--- src/rtl/pulse_burst_sched.sv ---
// Burst table sequencer for the OSERDES pulse generator (clk_div domain).
// Plays table entries in order, drives the generator config and start,
// waits for done with a timeout, and optionally loops the sequence.
module pulse_burst_sched #(
  parameter int          DEPTH       = 8,
  parameter int          AW          = $clog2(DEPTH),
  parameter int          START_HOLD  = 4,
  parameter logic [31:0] TIMEOUT_CYC = 32'd125_000_000
) (
  input  logic          clk,
  input  logic          rst_n,
  input  logic          cfg_we,
  input  logic [AW-1:0] cfg_addr,
  input  logic [37:0]   cfg_wdata,
  input  logic [AW:0]   seq_len_i,
  input  logic [7:0]    loops_i,
  input  logic          run_i,
  input  logic          abort_i,
  input  logic          done_i,
  output logic [10:0]   pg_width_o,
  output logic [10:0]   pg_num_o,
  output logic [15:0]   pg_gap_o,
  output logic          pg_start_o,
  output logic          pg_rst_o,
  output logic          busy_o,
  output logic          seq_done_o,
  output logic          aborted_o,
  output logic          timeout_o,
  output logic [AW-1:0] cur_idx_o,
  output logic [7:0]    loop_cnt_o
);

  typedef enum logic [2:0] {
    S_IDLE, S_LOAD, S_START, S_WAIT, S_NEXT, S_DONE, S_ERR
  } state_t;

  // Handshake with the generator: pg_*_o config is stable from LOAD until
  // the next LOAD; pg_start_o is a level held START_HOLD cycles; done_i is a
  // one-cycle pulse that is only honoured in WAIT.

  state_t      r_state;
  logic [37:0] r_table [DEPTH];
  logic [AW:0] r_seq_len;
  logic [7:0]  r_loops;
  logic [AW-1:0] r_idx;
  logic [7:0]  r_loop;
  logic [3:0]  r_hold;
  logic [31:0] r_to;
  logic        r_rst_hold;
  logic [10:0] r_pg_width;
  logic [10:0] r_pg_num;
  logic [15:0] r_pg_gap;
  logic        r_pg_start;
  logic        r_pg_rst;
  logic        r_seq_done;
  logic        r_aborted;
  logic        r_timeout;

  logic [37:0] w_entry;
  logic        w_skip;
  logic        w_last;
  logic [7:0]  w_loop_inc;

  assign w_entry    = r_table[r_idx];
  assign w_skip     = (w_entry[37:27] == 11'd0) || (w_entry[26:16] == 11'd0);
  assign w_last     = ({1'b0, r_idx} == (r_seq_len - (AW+1)'(1)));
  assign w_loop_inc = (r_loop == 8'hFF) ? 8'hFF : (r_loop + 8'd1);

  // Table storage: written only while idle, never reset.
  always_ff @(posedge clk) begin
    if (rst_n && cfg_we && (r_state == S_IDLE))
      r_table[cfg_addr] <= cfg_wdata;
  end

  // Sequencer FSM with registered outputs.
  always_ff @(posedge clk) begin
    if (!rst_n) begin
      r_state    <= S_IDLE;
      r_seq_len  <= '0;
      r_loops    <= '0;
      r_idx      <= '0;
      r_loop     <= '0;
      r_hold     <= '0;
      r_to       <= '0;
      r_rst_hold <= 1'b0;
      r_pg_width <= '0;
      r_pg_num   <= '0;
      r_pg_gap   <= '0;
      r_pg_start <= 1'b0;
      r_pg_rst   <= 1'b0;
      r_seq_done <= 1'b0;
      r_aborted  <= 1'b0;
      r_timeout  <= 1'b0;
    end else begin
      r_seq_done <= 1'b0;
      r_aborted  <= 1'b0;
      // Generator reset is a 2-cycle stretch: r_rst_hold marks the first cycle.
      if (r_rst_hold) r_rst_hold <= 1'b0;
      else            r_pg_rst   <= 1'b0;
      if ((r_state == S_START) || (r_state == S_WAIT)) r_to <= r_to + 32'd1;

      if (abort_i && (r_state != S_IDLE) && (r_state != S_ERR)) begin
        r_state    <= S_IDLE;
        r_aborted  <= 1'b1;
        r_pg_start <= 1'b0;
        r_pg_rst   <= 1'b1;
        r_rst_hold <= 1'b1;
      end else begin
        case (r_state)
          S_IDLE: begin
            if (run_i) begin
              r_seq_len <= seq_len_i;
              r_loops   <= loops_i;
              r_idx     <= '0;
              r_loop    <= '0;
              r_timeout <= 1'b0;
              r_state   <= (seq_len_i == '0) ? S_DONE : S_LOAD;
            end
          end
          S_LOAD: begin
            r_pg_width <= w_entry[37:27];
            r_pg_num   <= w_entry[26:16];
            r_pg_gap   <= w_entry[15:0];
            if (w_skip) begin
              r_state <= S_NEXT;
            end else begin
              r_pg_start <= 1'b1;
              r_hold     <= '0;
              r_to       <= '0;
              r_state    <= S_START;
            end
          end
          S_START: begin
            if (r_hold == 4'(START_HOLD - 1)) begin
              r_pg_start <= 1'b0;
              r_state    <= S_WAIT;
            end else begin
              r_hold <= r_hold + 4'd1;
            end
          end
          S_WAIT: begin
            if (done_i) begin
              r_state <= S_NEXT;
            end else if (r_to >= (TIMEOUT_CYC - 32'd1)) begin
              r_timeout  <= 1'b1;
              r_pg_rst   <= 1'b1;
              r_rst_hold <= 1'b1;
              r_state    <= S_ERR;
            end
          end
          S_NEXT: begin
            if (!w_last) begin
              r_idx   <= r_idx + AW'(1);
              r_state <= S_LOAD;
            end else begin
              r_loop <= w_loop_inc;
              if ((r_loops != 8'd0) && (w_loop_inc == r_loops)) begin
                r_state <= S_DONE;
              end else begin
                r_idx   <= '0;
                r_state <= S_LOAD;
              end
            end
          end
          S_DONE: begin
            r_seq_done <= 1'b1;
            r_state    <= S_IDLE;
          end
          S_ERR: begin
            if (!r_rst_hold) r_state <= S_IDLE;
          end
          default: r_state <= S_IDLE;
        endcase
      end
    end
  end

  assign pg_width_o = r_pg_width;
  assign pg_num_o   = r_pg_num;
  assign pg_gap_o   = r_pg_gap;
  assign pg_start_o = r_pg_start;
  assign pg_rst_o   = r_pg_rst;
  assign busy_o     = (r_state != S_IDLE);
  assign seq_done_o = r_seq_done;
  assign aborted_o  = r_aborted;
  assign timeout_o  = r_timeout;
  assign cur_idx_o  = r_idx;
  assign loop_cnt_o = r_loop;

endmodule

--- config.mk ---
export PLATFORM = sky130hd
export DESIGN_NAME = pulse_burst_sched
export DESIGN_NICKNAME = d
export VERILOG_FILES = /design/src/rtl/pulse_burst_sched.sv
export SDC_FILE = /design/constraint.sdc
export NUM_CORES = 1
export LEC_CHECK = 0
export BUFFER_PORTS_ARGS = -buffer_cell sky130_fd_sc_hd__clkbuf_2
export CAP_MARGIN = 30
export CORE_MARGIN = 2
export CORE_UTILIZATION = 45
export CTS_CLUSTER_SIZE = 12
export DETAILED_ROUTE_END_ITERATION = 7
export GPL_TIMING_DRIVEN = 1
export PLACE_DENSITY_LB_ADDON = 0.3
export SLEW_MARGIN = 20
export SYNTH_ARGS = -nofsm -noshare
export SYNTH_HDL_FRONTEND = slang
export SYNTH_SLANG_ARGS = --single-unit
--- constraint.sdc ---
create_clock -name clk -period 4.85 [get_ports clk]
set_clock_uncertainty 0.1 [all_clocks]
set_input_delay 0.7275 -clock clk [delete_from_list [all_inputs] [get_ports clk]]
set_output_delay 0.7275 -clock clk [all_outputs]
set_load 0.02 [all_outputs]
# --- Yosys cells after proc, flatten, opt, wreduce, memory -nomap -nowiden ---
# Memories as Yosys holds them, arrays and structs flattened. A register that Yosys moved wholly into a read port is not among the register bits.
# Cells that the tools add are included.
word_totals:
  mem_bits_rw: 304
  word_cells: 118
  ff_bits: 106
  memories: 1
mem_list:
  columns: ["name", "words", "width", "read_ports", "rd_clocked_by_memory_dff", "write_ports", "line", "source"]
  rows:
  - ["r_table", 8, 38, 1, 1, 1, "42", "logic [37:0] r_table [DEPTH];"]
op_classes:
  n_reduce_logical: 25
  bitwise: 2
  add_sub_neg: 5
  magnitude_cmp: 1
  muxes: 47
  eq_ne: 21
op_table:
  columns: ["op", "n"]
  rows:
  - ["32-bit two-way mux", 4]
  - ["3-bit two-way mux", 14]
  - ["32-bit by 1-bit adder with 32-bit output (second input constant)", 1]
  - ["32-bit by 27-bit greater-or-equal comparator with 1-bit output (second input constant)", 1]
  - ["8-bit two-way mux", 3]
  - ["11-bit zero test", 2]
  - ["1-bit two-way mux", 18]
  - ["3-bit one-hot mux with 6 select lines", 1]
  - ["8-bit one-hot mux with 2 select lines", 1]
  - ["4-bit AND reduction", 4]
  - ["2-bit != test (second input constant)", 6]
  - ["3-bit equality test (second input constant)", 3]
  - ["8-bit by 1-bit adder with 8-bit output (second input constant)", 1]
  - ["8-bit equality test", 1]
  - ["8-bit equality test (second input constant)", 1]
  - ["4-bit two-way mux", 2]
  - ["4-bit one-hot mux with 2 select lines", 1]
  - ["8-bit nonzero test", 1]
  - ["3-bit by 2-bit equality test with 1-bit output (second input constant)", 2]
  - ["3-bit != test (second input constant)", 2]
  - ["3-bit one-hot mux with 2 select lines", 1]
  - ["3-bit AND reduction", 2]
  - ["2-bit nonzero test", 3]
  - ["1-bit logical AND", 5]
  - ["other kinds (17)", 21]

# --- Logic depth before layout (Yosys ltp) ---
logic_depth:
  depth_word: 9
  mapped_depth: 11
  ltp_nobuf: 9

# --- Worst setup path before layout ---
# OpenSTA, ideal clock, no wires.
synth_path:
  path_kind: "input port to flip-flop"
  from: "input rst_n"
  to: "memory r_table[0][0] (enable)"
  arrival_time_ns: 3.790
  required_time_ns: 4.269
  stages: 3
  setup_slack_ns: 0.479
  setup_time_ns: 0.481
  path_buffers: 1
  cell_sequence: "clkbuf_1 nand4b_1 nor3_1"
synth_between:
  elab_chain_cells: 4
synth_rtl:
  columns: ["item", "line", "source"]
  rows:
  - ["from (decl)", "11", "input logic rst_n,"]
  - ["1-bit logical AND (2 in series)", "71", "if (rst_n && cfg_we && (r_state == S_IDLE))"]
  - ["1-bit two-way mux", "71", null]
  - ["1-bit two-way mux (implied by the code)", "72", "r_table[cfg_addr] <= cfg_wdata;"]
  - ["to (decl)", "42", null]
# No other way between the ends.

==> results.ini <==
[layout]
num-nets-final=1310
final_layout_size_suffix_gt1_frac=0.219
fill_cells=3041
area_delta_synth_final_pct=14.4
final_core_utilization=0.524
fin_cells=1751

[yosys]
synth_edf_count=304
syn_area_sq_um=16900
synth_cells=1130
ys_types=59
ys_warn_count=0
ys.flop_type=edfxtp_1
netlist_top_cells_area=edfxtp_1 (54%), dfxtp_1 (13%), mux4_2 (9.1%), mux2i_1 (4.0%), nor2_1 (2.0%)
ys_ff_latch=413
synth_top_area_share=0.542
synth_top_cell_by_area=edfxtp_1
avgSynthCellArea_sq_um=14.9
synth-seq-area-share=0.671
synth_fp_nets=1194
ys_async_sr_fraction=0

[global_routing]
grtUsageTotal=0.186
grt_pass1_wl_mm=55.6
grt_overflow=0
antenna_found_initial=4
grt_max_degree=77
grt_pass1_vias=9782

[power_and_ir_drop]
power.density_nw_per_um2=384
swShare=0.215
pwr-share-comb=0.050
p_leak_uw=0.00635
clock_power_share=0.419
p_int_uw=5800
power.switching_uw=1590
peakVddDrop_mv=0.244
p_seq_frac=0.531

[floorplan]
die_h_um=198
start_util=0.458
die_w_um=198
rows=70
io_pins=114
core_sq_um=36800
die-area_sq_um=39000

[timing]
holdWs_ps=316
tightestPinTransition_ps=912
slew_viol_final=0
rsz0062_at_grt=false
slew_headroom=0.392
tns_ps=0
min_period_over_period=0.760
layout_min_cycle_time_ps=3690
setup_viol=0
hold_viol_final=0
fmax_mhz=271

[worst_setup_path]
cp_data_required_time_ps=5230
worstPathCellList=nor2b_1 -> a22o_1 -> o311ai_1 -> a31oi_1 -> or4b_4 -> a31oi_4 -> a31o_2
cp_max_fo=45
slowest_stage=dfxtp_4
cp.arrival_ps=4060
crit_type=reg -> reg
cp-end-kind=flip-flop
critical_path_buf_inv_count=0
worst_setup_path_start_kind=flip-flop
path_delay_family=compound AO/OA/AOI/OAI gates
critical-path-max-stage-delay_ps=850

[run]
maxCapViolCount=0

[clock_tree]
holdBufCountCts=0
numCtsBuffers=43
clk_latency_ps=540
cts.path.max_buffers=3
cts_resized=0
clk_pin_slew_ps=60
cts_tree=done
clkSinkCount=413
h-tree-depth=2
cts_root_buf=clkbuf_16
post-cts-setup-buffers=0

[place]
gp_congestion=0.806
io_buffers=113
place_inst=1669
dp_hpwl_mm=21.3

[route]
post-route-drc-count=0
firstDrtPassIters=5
drt_iter0_markers=600
wl_per_cell_um=20.3
wl_mm=35.5
vias=9832
viasPerCell=5.62
postRouteAntennaNets=0

[hold_path]
min_path_type=in -> reg

[status]
run_status=completed

flip-flops by register name, summed over array words and instances (netlist names), named ones only:
name	flops
r_loops	8
r_state	3
r_seq_len	4
pg_width_o	11
r_to	32
pg_num_o	11
r_hold	4
pg_rst_o	1
pg_gap_o	16
seq_done_o	1
aborted_o	1
r_rst_hold	1
cur_idx_o	3
r_table	304
timeout_o	1
pg_start_o	1
loop_cnt_o	8
worst register-to-register path: stages, from the launching register on:
cell      delay (ps)
dfxtp_4          850
nor2b_1          690
a22o_1           280
o311ai_1          90
a31oi_1          150
or4b_4           530
a31oi_4          670
a31o_2           270
power by group through the flow:
stage	combinational (uW)	sequential (uW)	clock (uW)
after floorplan	201	4020	0
final	371	3920	3100
after global routing	413	3930	3320
after detailed placement	373	4000	0
after CTS	375	3920	3170
after global placement	366	3990	0
final timing paths:
check | from | end | slack (ps) | cells after the start
min | loops_i[6] | r_loops[6] | 320 | 3
max | flip-flop | r_hold[1] | 1160 | 7
max reg2reg | flip-flop | r_hold[1] | 1160 | 7
min reg2reg | r_loops[4] | r_loops[4] | 380 | 2
layout by cell type, fill, tap and decap left out, drive strengths merged, types with 3 or more instances in the layout:
master / netlist / final
nand3: 25 / 25
mux2i: 68 / 68
or4: 6 / 6
o22ai: 3 / 3
ha: 5 / 5
nand4: 10 / 10
edfxtp: 304 / 304
nor3b: 9 / 9
nor4: 9 / 9
nand4b: 3 / 3
and3: 13 / 13
and4: 5 / 5
a211oi: 41 / 41
o21ai: 19 / 19
a21oi: 40 / 40
nand2: 65 / 65
a31oi: 12 / 12
dfxtp: 109 / 109
clkbuf: 30 / 183
nor2: 90 / 90
nand2b: 6 / 6
xor2: 19 / 19
xnor2: 25 / 25
nor3: 24 / 24
clkinv: 1 / 8
mux4: 68 / 68
nor2b: 7 / 7
inv: 11 / 13
buf: 30 / 18
and2: 36 / 36
o311ai: 5 / 5
o31ai: 4 / 4
final cells by class:
type	count	area [sq um]	area share
Antenna cell	2	5.00	0.000260
Clock buffer	70	1240	0.0644
Clock inverter	10	93.8	0.00487
Inverter	12	45.0	0.00234
Multi-Input combinational cell	645	5270	0.273
Sequential cell	413	11300	0.587
Tap cell	468	586	0.0304
Timing Repair Buffer	131	713	0.0370
cells by family after synthesis:
group,count (synthesis),synth area share
xor+xnor,44,0.0229
fa+ha+maj,5,0.00371
flops,413,0.671
simple gates,316,0.0941
compound gates,143,0.0566
buf+inv,72,0.0197
mux,137,0.132
cells in the mapped netlist, types with 2 or more instances:
| library cell | number |
|---|---|
| a211o_1 | 2 |
| a31oi_1 | 11 |
| a31o_2 | 2 |
| xnor2_1 | 25 |
| mux2i_1 | 68 |
| o22ai_1 | 3 |
| buf_6 | 5 |
| nor2b_1 | 7 |
| o31a_1 | 2 |
| nor3b_1 | 9 |
| nor2_1 | 90 |
| a311o_1 | 2 |
| nand4_1 | 10 |
| nand3_1 | 25 |
| o21ai_0 | 19 |
| or4_1 | 6 |
| and2_1 | 36 |
| o31ai_1 | 4 |
| o311ai_0 | 4 |
| clkbuf_1 | 30 |
| edfxtp_1 | 304 |
| xor2_1 | 19 |
| a21oi_1 | 40 |
| nor3_1 | 24 |
| mux4_2 | 68 |
| a32oi_1 | 2 |
| inv_1 | 11 |
| buf_1 | 8 |
| nand2_1 | 65 |
| nor4_1 | 9 |
| and3_1 | 13 |
| buf_2 | 16 |
| a211oi_1 | 41 |
| and4_1 | 5 |
| or3_1 | 2 |
| dfxtp_1 | 109 |
| nand2b_1 | 6 |
| nand4b_1 | 3 |
| ha_1 | 5 |
per-stage QoR:
stage | cell area, sq um | power [uW] | setup slack (ps)
floorplan | 16900 | 4220 | 479
global placement | 17900 | 4360 | 1170
detailed placement | 17900 | 4370 | 1150
CTS | 19300 | 7470 | 1130
global route | 19300 | 7670 | 848
finish | 19300 | 7390 | 1160
routing by layer:
metal / up-vias / share of wire / global-route usage
met5: - / 0.0011 / 0
met4: 6 / 0.023 / 0.0540
met3: 67 / 0.057 / 0.0362
met2: 253 / 0.46 / 0.292
met1: 4902 / 0.46 / 0.265
li1: 4604 / - / -
Power figures use the tool's default switching activity.
